===== src/rtl/hdmi_config_sequencer.sv =====
// HDMI transmitter configuration sequencer: debounced hot-plug, power-up wait,
// then a fixed table of I2C register writes with per-entry NACK/timeout retry.
module hdmi_config_sequencer #(
    parameter logic [7:0]  SLAVE_ADDRESS = 8'h72,
    parameter int unsigned POWERUP_DELAY = 250000,
    parameter int unsigned HPD_DEBOUNCE  = 25000,
    parameter int unsigned MAX_RETRIES   = 3,
    parameter int unsigned RETRY_GAP     = 250,
    parameter int unsigned TIMEOUT       = 4096
) (
    input  logic        clock_25,
    input  logic        reset,
    input  logic        hdmi_hpd,
    input  logic        i2c_done,
    input  logic        i2c_nack,
    output logic        i2c_start,
    output logic [7:0]  i2c_slave_address,
    output logic [15:0] i2c_register_data,
    output logic [3:0]  config_index,
    output logic        config_done,
    output logic        config_error
);

    localparam int unsigned PU_W  = (POWERUP_DELAY > 1) ? $clog2(POWERUP_DELAY) : 1;
    localparam int unsigned DB_W  = (HPD_DEBOUNCE > 1) ? $clog2(HPD_DEBOUNCE) : 1;
    localparam int unsigned TO_W  = (TIMEOUT > 1) ? $clog2(TIMEOUT) : 1;
    localparam int unsigned GAP_W = (RETRY_GAP > 1) ? $clog2(RETRY_GAP) : 1;
    localparam int unsigned RT_W  = (MAX_RETRIES > 0) ? $clog2(MAX_RETRIES + 1) : 1;

    localparam logic [PU_W-1:0]  PU_LAST    = PU_W'(POWERUP_DELAY - 1);
    localparam logic [DB_W-1:0]  DB_LAST    = DB_W'(HPD_DEBOUNCE - 1);
    localparam logic [TO_W-1:0]  TO_LAST    = TO_W'(TIMEOUT - 1);
    localparam logic [GAP_W-1:0] GAP_LAST   = GAP_W'(RETRY_GAP - 1);
    localparam logic [RT_W-1:0]  RT_MAX     = RT_W'(MAX_RETRIES);
    localparam logic [3:0]       LAST_INDEX = 4'd11;

    typedef enum logic [2:0] {
        ST_IDLE,
        ST_POWERUP,
        ST_ISSUE,
        ST_WAIT,
        ST_GAP,
        ST_DONE,
        ST_ERROR
    } state_t;

    function automatic logic [15:0] table_entry(input logic [3:0] idx);
        case (idx)
            4'd0:    table_entry = 16'h4110;
            4'd1:    table_entry = 16'h9803;
            4'd2:    table_entry = 16'h9AE0;
            4'd3:    table_entry = 16'h9C30;
            4'd4:    table_entry = 16'h9D61;
            4'd5:    table_entry = 16'hA2A4;
            4'd6:    table_entry = 16'hA3A4;
            4'd7:    table_entry = 16'hE0D0;
            4'd8:    table_entry = 16'hF900;
            4'd9:    table_entry = 16'h1500;
            4'd10:   table_entry = 16'h1630;
            4'd11:   table_entry = 16'hAF06;
            default: table_entry = 16'h0000;
        endcase
    endfunction

    logic            hpd_sync1_q;
    logic            hpd_sync2_q;
    logic            hpd_db_q;
    logic            hpd_db_d;
    logic [DB_W-1:0] db_cnt_q;
    logic [DB_W-1:0] db_cnt_d;
    logic            hpd_rise;
    logic            hpd_fall;

    state_t             state_q;
    logic [PU_W-1:0]    pu_cnt_q;
    logic [TO_W-1:0]    to_cnt_q;
    logic [GAP_W-1:0]   gap_cnt_q;
    logic [RT_W-1:0]    retry_q;
    logic [3:0]         index_q;
    logic               start_q;
    logic [7:0]         addr_q;
    logic [15:0]        data_q;
    logic               done_q;
    logic               error_q;
    logic               timed_out;

    always_comb begin
        db_cnt_d = db_cnt_q;
        hpd_db_d = hpd_db_q;
        if (hpd_sync2_q == hpd_db_q) begin
            db_cnt_d = '0;
        end else if (db_cnt_q == DB_LAST) begin
            hpd_db_d = hpd_sync2_q;
            db_cnt_d = '0;
        end else begin
            db_cnt_d = db_cnt_q + 1'b1;
        end
    end

    // FSM reacts to the debounced edge on the same clock hpd_db_q updates.
    assign hpd_rise = hpd_db_d & ~hpd_db_q;
    assign hpd_fall = ~hpd_db_d & hpd_db_q;

    always_ff @(posedge clock_25 or posedge reset) begin
        if (reset) begin
            hpd_sync1_q <= 1'b0;
            hpd_sync2_q <= 1'b0;
            hpd_db_q    <= 1'b0;
            db_cnt_q    <= '0;
        end else begin
            hpd_sync1_q <= hdmi_hpd;
            hpd_sync2_q <= hpd_sync1_q;
            hpd_db_q    <= hpd_db_d;
            db_cnt_q    <= db_cnt_d;
        end
    end

    // Timeout window opens on the cycle after the start pulse.
    assign timed_out = ~start_q & (to_cnt_q == TO_LAST);

    always_ff @(posedge clock_25 or posedge reset) begin
        if (reset) begin
            state_q   <= ST_IDLE;
            pu_cnt_q  <= '0;
            to_cnt_q  <= '0;
            gap_cnt_q <= '0;
            retry_q   <= '0;
            index_q   <= '0;
            start_q   <= 1'b0;
            addr_q    <= SLAVE_ADDRESS;
            data_q    <= 16'h4110;
            done_q    <= 1'b0;
            error_q   <= 1'b0;
        end else begin
            start_q <= 1'b0;
            addr_q  <= SLAVE_ADDRESS;
            if (hpd_fall && state_q != ST_IDLE) begin
                state_q <= ST_IDLE;
                retry_q <= '0;
                index_q <= '0;
                data_q  <= table_entry(4'd0);
                done_q  <= 1'b0;
                error_q <= 1'b0;
            end else begin
                case (state_q)
                    ST_IDLE: begin
                        if (hpd_rise) begin
                            pu_cnt_q <= '0;
                            state_q  <= ST_POWERUP;
                        end
                    end
                    ST_POWERUP: begin
                        if (pu_cnt_q == PU_LAST) begin
                            index_q <= '0;
                            data_q  <= table_entry(4'd0);
                            retry_q <= '0;
                            state_q <= ST_ISSUE;
                        end else begin
                            pu_cnt_q <= pu_cnt_q + 1'b1;
                        end
                    end
                    ST_ISSUE: begin
                        start_q  <= 1'b1;
                        to_cnt_q <= '0;
                        state_q  <= ST_WAIT;
                    end
                    ST_WAIT: begin
                        if (i2c_done && !i2c_nack) begin
                            if (index_q == LAST_INDEX) begin
                                done_q  <= 1'b1;
                                state_q <= ST_DONE;
                            end else begin
                                index_q <= index_q + 4'd1;
                                data_q  <= table_entry(index_q + 4'd1);
                                retry_q <= '0;
                                state_q <= ST_ISSUE;
                            end
                        end else if (i2c_done || timed_out) begin
                            if (retry_q < RT_MAX) begin
                                retry_q   <= retry_q + 1'b1;
                                gap_cnt_q <= '0;
                                state_q   <= ST_GAP;
                            end else begin
                                error_q <= 1'b1;
                                state_q <= ST_ERROR;
                            end
                        end else if (!start_q) begin
                            to_cnt_q <= to_cnt_q + 1'b1;
                        end
                    end
                    ST_GAP: begin
                        if (gap_cnt_q == GAP_LAST) begin
                            state_q <= ST_ISSUE;
                        end else begin
                            gap_cnt_q <= gap_cnt_q + 1'b1;
                        end
                    end
                    ST_DONE: begin
                        done_q <= 1'b1;
                    end
                    ST_ERROR: begin
                        error_q <= 1'b1;
                    end
                    default: begin
                        state_q <= ST_IDLE;
                    end
                endcase
            end
        end
    end

    assign i2c_start         = start_q;
    assign i2c_slave_address = addr_q;
    assign i2c_register_data = data_q;
    assign config_index      = index_q;
    assign config_done       = done_q;
    assign config_error      = error_q;

endmodule


===== config.mk =====
export PLATFORM = sky130hd
export DESIGN_NAME = hdmi_config_sequencer
export DESIGN_NICKNAME = d
export VERILOG_FILES = /design/src/rtl/hdmi_config_sequencer.sv
export SDC_FILE = /design/constraint.sdc
export NUM_CORES = 1
export LEC_CHECK = 0
export BUFFER_PORTS_ARGS = -buffer_cell sky130_fd_sc_hd__buf_2
export CAP_MARGIN = 0
export CORE_MARGIN = 2
export CORE_UTILIZATION = 30
export DETAILED_ROUTE_END_ITERATION = 6
export GPL_TIMING_DRIVEN = 0
export PLACE_DENSITY = 0.42
export SLEW_MARGIN = 20
export SYNTH_ARGS = -nofsm -noshare
export SYNTH_HDL_FRONTEND = slang
export SYNTH_SLANG_ARGS = --single-unit

===== constraint.sdc =====
create_clock -name clock_25 -period 3.99 [get_ports clock_25]
set_input_delay 0.1995 -clock clock_25 [delete_from_list [all_inputs] [get_ports clock_25]]
set_output_delay 0.1995 -clock clock_25 [all_outputs]
set_load 0.1 [all_outputs]

==> reports/qor.txt <==
status - completed
CTS tree - built
Final Skew - 10.5 ps
Mapped Cells - 574
Clock Latency Late Sink - 360 ps
Rel. slew slack - 51.4%
Worst Path Max Fanout - 10
via count - 4409
fin util - 35.7%
GR Layer Usage met1 - 20.8%
async set-or-reset flop fraction in the synthesized netlist - 100%
antenna violations before repair - 0
RSZ-0062 raised after global routing - no
post-cts resize count - 0
CP startpoint - config_index[0]
Cell Rows - 47
type of origin of the critical path - flop
vias in the first global route - 4078
grt peak-use layer - met2
top_reg_cell synth - dfrtp_1
Routed WL per cell - 15.4 µm
Hold WS - 330 ps
initial core utilization - 30.6%
Yosys top cell by area - dfrtp_1
Placement Setup Slack - 1150 ps
Post-synth EDFFs - 0
final setup vio count - 0
power per cell area - 333 nW/µm²
Placed Cells - 828
post-synth design cell area - 5070 µm²
FF-to-FF path depth - 9
Clock Sink Count - 83
CTS root buffer - clkbuf_16
Crit. End Element - flop
CTS clk-pin slew, worst paths - 70 ps
MaxCap Viol Count - 0
fillers - 1722
fin worst setup slack - 1050 ps
Placer Congestion - 0.821
CTS Buf Count - 9
vias per cell - 5.21
global-route wire length before repair - 21.5 mm
hold_sp - i2c_done
Final Cycle Share - 73.7%
Peak VDD IR - 239 µV
Area contributors post-synth - dfrtp_1, o21ai_0, ha_1
reg2reg end - i2c_register_data[12]
Seq/Total Area, Yosys - 41.0%
Fmax achieved - 340 MHz
Die W - 134 µm
grt met2 use - 23.8%
Slew Viols, Final - 0
Routed WL - 13.1 mm
Inserted Diodes - 0
1st-iter DRT viols - 295
H-tree Lvls - 3
met3 Track Usage GR - 3.40%
Setup Crit Path Kind - flop to flop
DRC - 0
minimum clock period - 2940 ps
Arr. time, crit path - 3170 ps
hold endpoint - to_cnt_q[5]
post-synth cell types - 65
IO Port Bufs - 26
Clock Tree Buf Depth - 2
Die Footprint - 18000 µm²
GRT Total Usage - 15.2%
final cell count without fillers - 846
area share of the largest cell type after synthesis - 39.4%
Mapped Avg Cell Area - 8.84 µm²
Req. time, crit path - 4220 ps
DPL Wire Length - 9.21 mm
Congestion Overflow GR - 0
io pins - 36
worst r2r src - config_index[0]
Seq cells post-synth - 83
Hold Path Class - input port to flop
first-pass detailed-route iteration total - 5
layout cells sized above 1 - 12.1%
WHS Path Cells - 5
largest net degree at the start of global routing - 45
Lkg Pwr - 2.45 nW
setup TNS - 0 ps
worst-margin pin slew - 722 ps
Synth Warn # - 0
Nets - 640
hold violation count in the final report - 0
die height - 134 µm
post-synthesis to final-layout area growth - 16.6%
CORE AREA - 16600 µm²
R2R Setup Slk - 1050 ps
ANT nets after route - 0
==> worst max-delay path: stages, from the launching register on <==
cell	delay (ps)
dfrtp_1	540
ha_1	230
clkbuf_1	320
inv_1	160
ha_1	300
clkbuf_1	290
clkbuf_1	420
o21ai_0	280
o211ai_1	180
nand3_1	100
==> power breakdown <==
part / switching, W / internal [W]
clock: 0.000360 / 0.000675
combinational: 0.0000667 / 0.0000181
sequential: 0.00000385 / 0.000846
==> cells in the final DEF, fill, tap and decap left out, types with 9 or more instances in the layout <==
| master | n |
|---|---|
| dfrtp_1 | 80 |
| nor2_1 | 39 |
| o21ai_0 | 39 |
| nand2_1 | 39 |
| a21oi_1 | 33 |
| inv_1 | 32 |
| buf_2 | 31 |
| nand3_1 | 24 |
| clkbuf_1 | 23 |
| or3_1 | 20 |
| nor3_1 | 19 |
| nand4_1 | 15 |
| ha_1 | 14 |
| and3_1 | 13 |
| mux2i_1 | 13 |
| o211ai_1 | 12 |
| nand2b_1 | 11 |
| o31ai_1 | 10 |
| buf_4 | 9 |
| conb_1 | 9 |
| clkbuf_16 | 9 |
==> worst max path at each step <==
stage / to / slack [ps] / cells past startpoint
2_1_floorplan: i2c_register_data[6] / 1030 / 9
3_3_place_gp: to_cnt_q[9] / 290 / 2
3_5_place_dp: i2c_register_data[12] / 1150 / 9
4_1_cts: i2c_register_data[12] / 1110 / 9
5_1_grt: i2c_register_data[12] / 880 / 9
6_report: i2c_register_data[12] / 1050 / 9
==> cell usage after synthesis, types with 9 or more instances <==
master and number:
nand3_1 24, nor2_1 39, nand2_1 39, and3_1 13
o211ai_1 12, buf_4 9, nor3_1 19, dfrtp_1 80
clkbuf_1 21, a21oi_1 33, ha_1 14, o31ai_1 10
o21ai_0 39, or3_1 20, inv_1 33, nand2b_1 11
nand4_1 15, mux2i_1 13
==> sequential cells by signal, summed over array words and instances (netlist names) <==
signal and cells:
hpd_sync1_q 1, hpd_sync2_q 1, i2c_start 1, config_error 1, db_cnt_q 15, hpd_db_q 1, i2c_register_data 15, retry_q 2
config_index 4, gap_cnt_q 8, config_done 1, to_cnt_q 12, pu_cnt_q 18, state_q 3
==> logic make-up (layout without fill, tap and decap cells) <==
kind of cell    Yosys count  in the layout  share of synthesized area [%]
mux                      19             19                           3.90
flops                    83             83                           41.0
buf+inv                  71            116                           6.34
xor+xnor                 13             13                           2.24
other cells               2              9                          0.148
compound gates          150            150                           19.4
simple gates            222            222                           23.5
fa+ha+maj                14             14                           3.45
==> routing by layer <==
metal,wire length [µm],vias to the layer above
li1,-,2178
met1,6220,2112
met2,6080,106
met3,550,13
met4,206,0
met5,0,-
==> through the flow <==
step,total power (W),instance area [µm²]
floorplan,0.000933,5100
global placement,0.000947,5510
detailed placement,0.000951,5540
CTS,0.00201,5920
global route,0.00205,5920
finish,0.00197,5920
==> what timing repair did <==
item                                   4_1_cts  5_1_grt
buffers inserted                             0        0
hold buffers                                 2        0
endpoints found under the hold margin       40        0
setup endpoints to repair                    0        0
==> layout make-up <==
cell class                      instances  area [µm²]  share of cell area [%]
Inverter                               33         129                    2.18
Clock buffer                           11         233                    3.93
Sequential cell                        83        2080                    35.2
Tap cell                              220         275                    4.65
Multi-Input combinational cell        427        2700                    45.6
Timing Repair Buffer                   29         178                    3.00
Clock inverter                          5         125                    2.11
Buffer                                 38         198                    3.34
(Power assumes the default switching activity.)
